==> src/rtl/fetch_pkg.sv <==
// Shared defaults and the queue entry type for the fetch stage.
package fetch_pkg;
    localparam int DEF_XLEN = 32;
    localparam int PC_STEP  = 4;
    localparam logic [DEF_XLEN-1:0] DEF_RESET_PC = '0;

    typedef struct packed {
        logic [DEF_XLEN-1:0] pc;
        logic [DEF_XLEN-1:0] instr;
    } fetch_entry_t;
endpackage

==> src/rtl/fetch_stage_q_if.sv <==
// Fetch-to-decode handshake: queue head {pc, instr, pc+4} with valid/ready.
interface fetch_stage_q_if #(parameter int XLEN = 32);
    logic            out_valid;
    logic            out_ready;
    logic [XLEN-1:0] out_instr;
    logic [XLEN-1:0] out_pc;
    logic [XLEN-1:0] out_pc_plus4;

    modport master (output out_valid, out_instr, out_pc, out_pc_plus4, input out_ready);
    modport slave  (input out_valid, out_instr, out_pc, out_pc_plus4, output out_ready);
endinterface

==> src/rtl/fetch_queue.sv <==
// Flushable synchronous FIFO of fetch entries; QDEPTH must be a power of two.
module fetch_queue
    import fetch_pkg::*;
#(
    parameter int  QDEPTH  = 2,
    parameter type entry_t = fetch_entry_t,
    localparam int PTR_W   = $clog2(QDEPTH),
    localparam int CNT_W   = PTR_W + 1
) (
    input  logic             clk,
    input  logic             rst_n,
    input  logic             push,
    input  logic             pop,
    input  logic             flush,
    input  entry_t           wr_data,
    output entry_t           rd_data,
    output logic [CNT_W-1:0] count,
    output logic             full,
    output logic             empty
);
    entry_t           mem [QDEPTH];
    logic [PTR_W-1:0] wr_ptr;
    logic [PTR_W-1:0] rd_ptr;

    // Pointers wrap by truncation since QDEPTH is a power of two.
    always_ff @(posedge clk or negedge rst_n) begin
        if (!rst_n) begin
            wr_ptr <= '0;
            rd_ptr <= '0;
            count  <= '0;
        end else if (flush) begin
            wr_ptr <= '0;
            rd_ptr <= '0;
            count  <= '0;
        end else begin
            if (push) wr_ptr <= wr_ptr + PTR_W'(1);
            if (pop)  rd_ptr <= rd_ptr + PTR_W'(1);
            if (push && !pop)      count <= count + CNT_W'(1);
            else if (pop && !push) count <= count - CNT_W'(1);
        end
    end

    always_ff @(posedge clk) begin
        if (push && !flush) mem[wr_ptr] <= wr_data;
    end

    assign rd_data = mem[rd_ptr];
    assign full    = (count == CNT_W'(QDEPTH));
    assign empty   = (count == '0);
endmodule

==> src/rtl/fetch_stage_q.sv <==
// Fetch stage: PC register, +4 adder, ROM address drive, redirect flush and a fetch queue.
// Optional FETCH_PERF_CNT_EN adds saturating perf_fetched / perf_flushed counters.
module fetch_stage_q
    import fetch_pkg::*;
#(
    parameter int              XLEN     = DEF_XLEN,
    parameter int              ADDR_W   = 8,
    parameter logic [XLEN-1:0] RESET_PC = XLEN'(DEF_RESET_PC),
    parameter int              QDEPTH   = 2
) (
    input  logic              clk,
    input  logic              rst_tb,
    input  logic              fetch_en,
    output logic [ADDR_W-1:0] imem_addr,
    input  logic [XLEN-1:0]   imem_data,
    input  logic              redirect_valid,
    input  logic [XLEN-1:0]   redirect_pc,
    fetch_stage_q_if.master   dec
`ifdef FETCH_PERF_CNT_EN
    ,
    output logic [31:0]       perf_fetched,
    output logic [31:0]       perf_flushed
`endif
);
    typedef struct packed {
        logic [XLEN-1:0] pc;
        logic [XLEN-1:0] instr;
    } entry_t;

    localparam int CNT_W = $clog2(QDEPTH) + 1;

    logic [XLEN-1:0]  pc;
    logic             push;
    logic             pop;
    logic             q_full;
    logic             q_empty;
    logic [CNT_W-1:0] q_count;
    entry_t           wr_entry;
    entry_t           head;

    // A redirect flushes the queue, so neither push nor pop takes effect that cycle.
    assign pop      = ~q_empty & dec.out_ready;
    assign push     = fetch_en & ~redirect_valid & (~q_full | pop);
    assign wr_entry = '{pc: pc, instr: imem_data};

    always_ff @(posedge clk or negedge rst_tb) begin
        if (!rst_tb)             pc <= RESET_PC;
        else if (redirect_valid) pc <= {redirect_pc[XLEN-1:2], 2'b00};
        else if (push)           pc <= pc + XLEN'(PC_STEP);
    end

    assign imem_addr = pc[ADDR_W-1:0];

    fetch_queue #(.QDEPTH(QDEPTH), .entry_t(entry_t)) u_queue (
        .clk     (clk),
        .rst_n   (rst_tb),
        .push    (push),
        .pop     (pop),
        .flush   (redirect_valid),
        .wr_data (wr_entry),
        .rd_data (head),
        .count   (q_count),
        .full    (q_full),
        .empty   (q_empty)
    );

    assign dec.out_valid    = ~q_empty;
    assign dec.out_pc       = q_empty ? '0 : head.pc;
    assign dec.out_instr    = q_empty ? '0 : head.instr;
    assign dec.out_pc_plus4 = q_empty ? '0 : head.pc + XLEN'(PC_STEP);

    logic unused_redirect_lsbs;
    assign unused_redirect_lsbs = ^redirect_pc[1:0];

`ifdef FETCH_PERF_CNT_EN
    localparam logic [31:0] PERF_MAX = '1;
    logic [32:0] flushed_sum;

    // The flushed count includes an entry popped in the redirect cycle, since that pop is not credited.
    assign flushed_sum = {1'b0, perf_flushed} + 33'(q_count);

    always_ff @(posedge clk or negedge rst_tb) begin
        if (!rst_tb) begin
            perf_fetched <= '0;
            perf_flushed <= '0;
        end else begin
            if (push && perf_fetched != PERF_MAX) perf_fetched <= perf_fetched + 32'd1;
            if (redirect_valid) perf_flushed <= flushed_sum[32] ? PERF_MAX : flushed_sum[31:0];
        end
    end
`else
    logic unused_q_count;
    assign unused_q_count = ^q_count;
`endif
endmodule

==> src/flat_wrapper.sv <==
// flat-port wrapper written by rule: the top's interface ports become plain ports
module fetch_stage_q_flat import fetch_pkg::*;
#(
    parameter int              XLEN     = DEF_XLEN,
    parameter int              ADDR_W   = 8,
    parameter logic [XLEN-1:0] RESET_PC = XLEN'(DEF_RESET_PC),
    parameter int              QDEPTH   = 2
)
  (clk, rst_tb, fetch_en, imem_addr, imem_data, redirect_valid, redirect_pc, dec_out_valid, dec_out_instr, dec_out_pc, dec_out_pc_plus4, dec_out_ready);
  fetch_stage_q_if #(.XLEN(XLEN)) dec_i ();
  input  logic clk;
  input  logic rst_tb;
  input  logic fetch_en;
  output logic [ADDR_W-1:0] imem_addr;
  input  logic [XLEN-1:0] imem_data;
  input  logic redirect_valid;
  input  logic [XLEN-1:0] redirect_pc;
  output wire logic [$bits(dec_i.out_valid)-1:0] dec_out_valid;
  output wire logic [$bits(dec_i.out_instr)-1:0] dec_out_instr;
  output wire logic [$bits(dec_i.out_pc)-1:0] dec_out_pc;
  output wire logic [$bits(dec_i.out_pc_plus4)-1:0] dec_out_pc_plus4;
  input wire logic [$bits(dec_i.out_ready)-1:0] dec_out_ready;
  assign dec_out_valid = dec_i.out_valid;
  assign dec_out_instr = dec_i.out_instr;
  assign dec_out_pc = dec_i.out_pc;
  assign dec_out_pc_plus4 = dec_i.out_pc_plus4;
  assign dec_i.out_ready = dec_out_ready;
  fetch_stage_q #(.XLEN(XLEN), .ADDR_W(ADDR_W), .RESET_PC(RESET_PC), .QDEPTH(QDEPTH)) u_core (.clk(clk), .rst_tb(rst_tb), .fetch_en(fetch_en), .imem_addr(imem_addr), .imem_data(imem_data), .redirect_valid(redirect_valid), .redirect_pc(redirect_pc), .dec(dec_i));
endmodule
==> config.mk <==
export PLATFORM = sky130hd
export DESIGN_NAME = fetch_stage_q_flat
export DESIGN_NICKNAME = d
export VERILOG_FILES = /design/src/rtl/fetch_pkg.sv /design/src/rtl/fetch_stage_q_if.sv /design/src/rtl/fetch_queue.sv /design/src/rtl/fetch_stage_q.sv /design/src/flat_wrapper.sv
export SDC_FILE = /design/constraint.sdc
export NUM_CORES = 1
export LEC_CHECK = 0
export ABC_AREA = 1
export BUFFER_PORTS_ARGS = -buffer_cell sky130_fd_sc_hd__buf_4
export CORE_UTILIZATION = 30
export DETAILED_ROUTE_END_ITERATION = 16
export GPL_ROUTABILITY_DRIVEN = 0
export PLACE_DENSITY = 0.49
export SYNTH_ARGS = -nofsm -noshare
export SYNTH_HDL_FRONTEND = slang
export SYNTH_SLANG_ARGS = --single-unit
export TNS_END_PERCENT = 5
==> constraint.sdc <==
create_clock -name clk -period 12 [get_ports clk]
set_input_delay 1.2 -clock clk [delete_from_list [all_inputs] [get_ports clk]]
set_output_delay 1.2 -clock clk [all_outputs]
set_load 0.01 [all_outputs]
# ---- After elaboration in Yosys (flattened, before gate mapping)
# Memories as Yosys holds them, arrays and structs flattened.
# Index checks and enable logic that the tools add are counted.
dict set report totals {
  register_bits 36
  word_cells 43
  ramBits 128
  out_inout_bits 105
  mem_count 1
}
# memory depth width read_ports rd_clocked_by_memory_dff write_ports line
set mem_list {}
lappend mem_list {u_core.u_queue.mem 2 64 1 0 1 fetch_queue.sv:21} ;# entry_t mem [QDEPTH];
dict set report op_classes {
  n_bitwise 7
  n_eq_ne 1
  reduce_logical 10
  addsub 6
  mux 14
}
# cell n
set ops {}
lappend ops {{$mux 32} 5}
lappend ops {{$add 32x3->32 const B} 2}
lappend ops {{$mux 1} 6}
lappend ops {{$mux 2} 3}
lappend ops {{$reduce_bool 2->1} 2}
lappend ops {{$and 1x1->1} 3}
lappend ops {{$logic_and 1x1->1} 3}
lappend ops {{$logic_not 1->1} 3}
lappend ops {{$not 1->1} 3}
lappend ops {{$reduce_bool 3->1} 1}
lappend ops {{$add 1x1->1 const B} 2}
lappend ops {{$add 2x1->2 const B} 1}
lappend ops {{$eq 2x2->1 const B} 1}
lappend ops {{$logic_not 2->1} 1}
lappend ops {{$sub 2x1->2 const B} 1}
lappend ops {{$or 1x1->1} 1}

# ---- Longest topological paths before layout
dict set report depth {
  depth_word 10
  depth_mapped 14
}

# ---- By module
# A second synthesis with hierarchy kept.
dict set report hier_totals {
  cells_unflattened 941
  area_unflattened_um2 8770.9
}
# module area_each_um2 instances seq_area_each_um2 cells_per_inst
set modules_own_cells {}
lappend modules_own_cells {fetch_queue 4997.3 1 3943.8 232}
lappend modules_own_cells {fetch_stage_q 3773.6 1 750.7 709}

# ---- Worst setup path after synthesis
# OpenSTA, ideal clock, no wires.
dict set report synth_path {
  path_kind {in2reg}
  startpoint {in dec_out_ready}
  endpoint {mem u_core.u_queue.mem[1][0] (netlist bit), enable pin}
  t_arrival_ps 4413
  stages 7
  setup_slack_ps 7104
  cell_sequence {inv_1 -> nand3_1 -> nand2_1 -> inv_1 -> nand2_1 -> clkbuf_1 -> nor2_1}
}
dict set report synth_between {
  elab_chain_len 6
}
# item line
set synth_rtl {}
lappend synth_rtl {{from (decl)} flat_wrapper.sv:22} ;# input wire logic [$bits(dec_i.out_ready)-1:0] dec_out_ready;
lappend synth_rtl {{$and 1x1->1} fetch_stage_q.sv:42} ;# assign pop = ~q_empty & dec.out_ready;
lappend synth_rtl {{$or 1x1->1} fetch_stage_q.sv:43} ;# assign push = fetch_en & ~redirect_valid & (~q_full | pop);
lappend synth_rtl {{$and 1x1->1} fetch_stage_q.sv:43}
lappend synth_rtl {{$logic_and 1x1->1} fetch_queue.sv:44} ;# if (push && !flush) mem[wr_ptr] <= wr_data;
lappend synth_rtl {{$mux 1} fetch_queue.sv:44}
lappend synth_rtl {{$mux 1 (not written as such)} fetch_queue.sv:44}
lappend synth_rtl {{to (decl)} fetch_queue.sv:21}
# No other way between the ends.

# ---- Worst setup path after layout
dict set report layout_path {
  startpoint {reg u_core.u_queue.rd_ptr}
  endpoint {out dec_out_pc_plus4[14]}
}
dict set report layout_between {
  elab_chain_len 3
}
# item line
set layout_rtl {}
lappend layout_rtl {{from (decl)} fetch_queue.sv:23} ;# logic [PTR_W-1:0] rd_ptr;
lappend layout_rtl {{from (signal assigned)} fetch_queue.sv:37} ;# if (pop) rd_ptr <= rd_ptr + PTR_W'(1);
lappend layout_rtl {{$mem_v2 2x64} n/a}
lappend layout_rtl {{$add 32x3->32} fetch_stage_q.sv:70} ;# assign dec.out_pc_plus4 = q_empty ? '0 : head.pc + XLEN'(PC_STEP);
lappend layout_rtl {{$mux 32} fetch_stage_q.sv:70}
lappend layout_rtl {{to (decl)} flat_wrapper.sv:21} ;# output wire logic [$bits(dec_i.out_pc_plus4)-1:0] dec_out_pc_plus4;
# No other way between the ends.

==> run summary <==
Layout Skew = 0.0148 ns
Hold_buf cts = 0
Initial Util = 0.307
Critical Path RT = 10.80 ns
Initial antenna violation count = 0
Nets = 1215
Setup ws final = 7.65 ns
Crit path time final = 4.35 ns
Hold Path Class = flop to flop
Number of global-route vias before repair = 6316
Share of layout cells above drive strength 1 = 0.207
Outcome = completed
Clock Latency Late Sink = 0.43 ns
Remaining Overflow, GRT = 0
Syn Inst Count = 994
Met3 usage = 0.0290
First-pass GRT wire length = 34900 µm
Pin count of the biggest net entering global routing = 80
Static Leak = 4.49 nW
Drt wl/cell = 14.8 µm
Pwr Density = 176 mW/mm²
Placement Cell Area = 0.00981 mm²
Post_cts resized = 0
CP Max Fanout = 69
Most frequent cells in the layout = 363 x nand2_1, 169 x buf_4, 124 x edfxtp_1, 109 x nor2_1, 97 x inv_1
Max Buffers Root-to-Sink = 2
Root Buffer = clkbuf_16
TritonCTS Buffers = 17
Htree depth = 4
Clock-pin slew on the worst setup and hold paths = 0.07 ns
Maxcap violations = 0
RSZ-0062 raised after global routing = false
Clk sinks = 158
Worst Setup End Kind = output pin
Via count = 6824
Critical Path Start = u_core.u_queue.rd_ptr
Sequential-to-total area share from yosys stat = 0.550
Yosys reg bits = 158
Synthesized area = 0.00831 mm²
Post-CTS Setup Inserts = 0
CTS tree = yes
Yosys cell types = 36
Post-route ant nets = 0
HP Start = u_core.pc[29]
Gr usage total = 0.161
Remaining DRCs = 0
Fin. max-slew vios = 0
CP peak stage delay = 0.63 ns
Die area = 0.0284 mm²
Final Power = 1.84 mW
WL final = 22600 µm
Slew HR = 0.404
Antenna Diode Count = 0
R2R cell count = 7
Final period utilization = 0.363
Worst slew pin tran = 0.894 ns
CP startpoint kind = flop
Port bufs = 165
WS Path Type = flop to output pin
Core area = 0.0271 mm²
Die Ht = 168 µm
Max Clock Freq = 230 MHz
Slowest-stage cell, CP = buf_4
Via-to-Cell Ratio = 4.46
Final setup violation count = 0
Post-route setup TNS = 0 ns
Commonest non-fill, non-tap cell in the layout = nand2_1
Layout Utilization = 0.384
Synthesis-to-layout area growth = 25.2%
Met2 Use GR = 0.252
Max VDD drop = 0.149 mV
Syn avg cell area = 8.36 µm²
I/O pin total = 174
Critical R2R Launch = u_core.u_queue.count[0]
Post-Place Worst Slack = 8.03 ns
Syn. warnings = 0
Final Cell Area = 0.0104 mm²
Die Span X = 168 µm
Violation count after the first detailed-route iteration = 420
Hold Path Depth = 0
Layout fillers = 2805
Pre-Repair DR Iteration Count = 6
GRT Max-Usage Layer = met2
Endpoints failing hold = 0
# rows = 60
GR Util met1 = 0.232
Most common cell on crit path = nand2_1
Crit path cell chain = buf_4 -> nand2_1 -> nand2_1 -> ha_1 -> nand2_1 -> nor2_2 -> nand2_1 -> nor2_4 -> o21ai_0 -> o21ai_0 -> inv_1 -> buf_4
Worst Path Arrival = 3.15 ns
Post-detail-place hpwl = 15900 µm
==> kinds of logic after synthesis <==
group | share of synthesized area
buf+inv | 0.0787
fa+ha+maj | 0.00301
simple gates | 0.288
xor+xnor | 0.0126
flops | 0.550
other cells | 0.000451
compound gates | 0.0667
==> through the flow <==
| step | std cells | hold WS (ns) |
|---|---|---|
| final | 1529 | 0.522 |
| after global routing | 1529 | 0.533 |
| after CTS | 1529 | 0.520 |
| after detailed placement | 1497 | 0.502 |
| after global placement | 1497 | 0.491 |
| after floorplan | 999 | 0.464 |
==> routing by layer <==
metal	vias to the layer above	wire [µm]
li1	3501	-
met1	3147	11200
met2	166	10300
met3	10	1010
met4	0	161
met5	-	0
==> state kept, by name, summed over array words and instances, names as in the netlist <==
register	cells
u_core.u_queue.mem	124
u_core.pc	30
u_core.u_queue.count	2
u_core.u_queue.rd_ptr	1
u_core.u_queue.wr_ptr	1
==> power by group <==
part	internal [mW]	switching (mW)
clock	0.281	0.250
sequential	0.644	0.0432
combinational	0.237	0.380
==> layout make-up <==
| cell class | instances | area, µm² | area share |
|---|---|---|---|
| Timing Repair Buffer | 169 | 1270 | 0.122 |
| Tap cell | 372 | 465 | 0.0447 |
| Multi-Input combinational cell | 699 | 3130 | 0.300 |
| Clock buffer | 17 | 425 | 0.0409 |
| Clock inverter | 15 | 171 | 0.0165 |
| Inverter | 99 | 379 | 0.0364 |
| Sequential cell | 158 | 4580 | 0.439 |
==> path summary, 6_finish.rpt <==
| path | endpoint | slack, ns |
|---|---|---|
| worst max-delay path | dec_out_pc_plus4[14] | 7.65 |
| worst min-delay path | u_core.u_queue.mem[1][61] | 0.52 |
| worst max register to register | u_core.u_queue.mem[0][4] | 9.41 |
| worst min register to register | u_core.u_queue.mem[1][61] | 0.52 |
| max in group asynchronous | u_core.u_queue.rd_ptr | 10.90 |
| min in group asynchronous | u_core.pc[31] | 0.73 |
==> cells in the mapped netlist <==
cell type / n / area [µm²]
xnor2_1: 3 / 26.3
nand2_1: 363 / 1360
buf_12: 1 / 20.0
o221ai_1: 1 / 8.76
conb_1: 1 / 3.75
a31oi_1: 1 / 6.26
nor3_1: 14 / 70.1
nor2_4: 4 / 45.0
o21bai_1: 7 / 52.6
inv_1: 97 / 364
buf_1: 4 / 15.0
a22o_1: 3 / 26.3
nor2_1: 112 / 420
nand3b_1: 1 / 7.51
dfrtp_1: 34 / 851
nor3_2: 2 / 20.0
buf_2: 6 / 30.0
nand3_1: 47 / 235
nand2_2: 14 / 87.6
buf_4: 12 / 90.1
o21ai_0: 29 / 145
nand3_2: 1 / 10.0
ha_1: 2 / 25.0
a21oi_1: 47 / 235
edfxtp_1: 124 / 3720
inv_8: 1 / 11.3
clkbuf_1: 14 / 52.6
buf_6: 6 / 67.6
or2_2: 1 / 6.26
nor2_2: 11 / 68.8
inv_2: 1 / 3.75
o211ai_1: 8 / 60.1
o21a_1: 2 / 15.0
xor2_1: 9 / 78.8
nand4_1: 10 / 62.6
o21ai_1: 1 / 5.00
==> critical path, delay by kind of cell, from the launching register on <==
kind	cells	cell delay [ns]
fa+ha+maj	1	0.21
buf+inv	3	0.83
simple gates	6	1.04
compound gates	2	0.21
flops	1	0.41
Note: power is estimated with default switching activity, not from simulation.
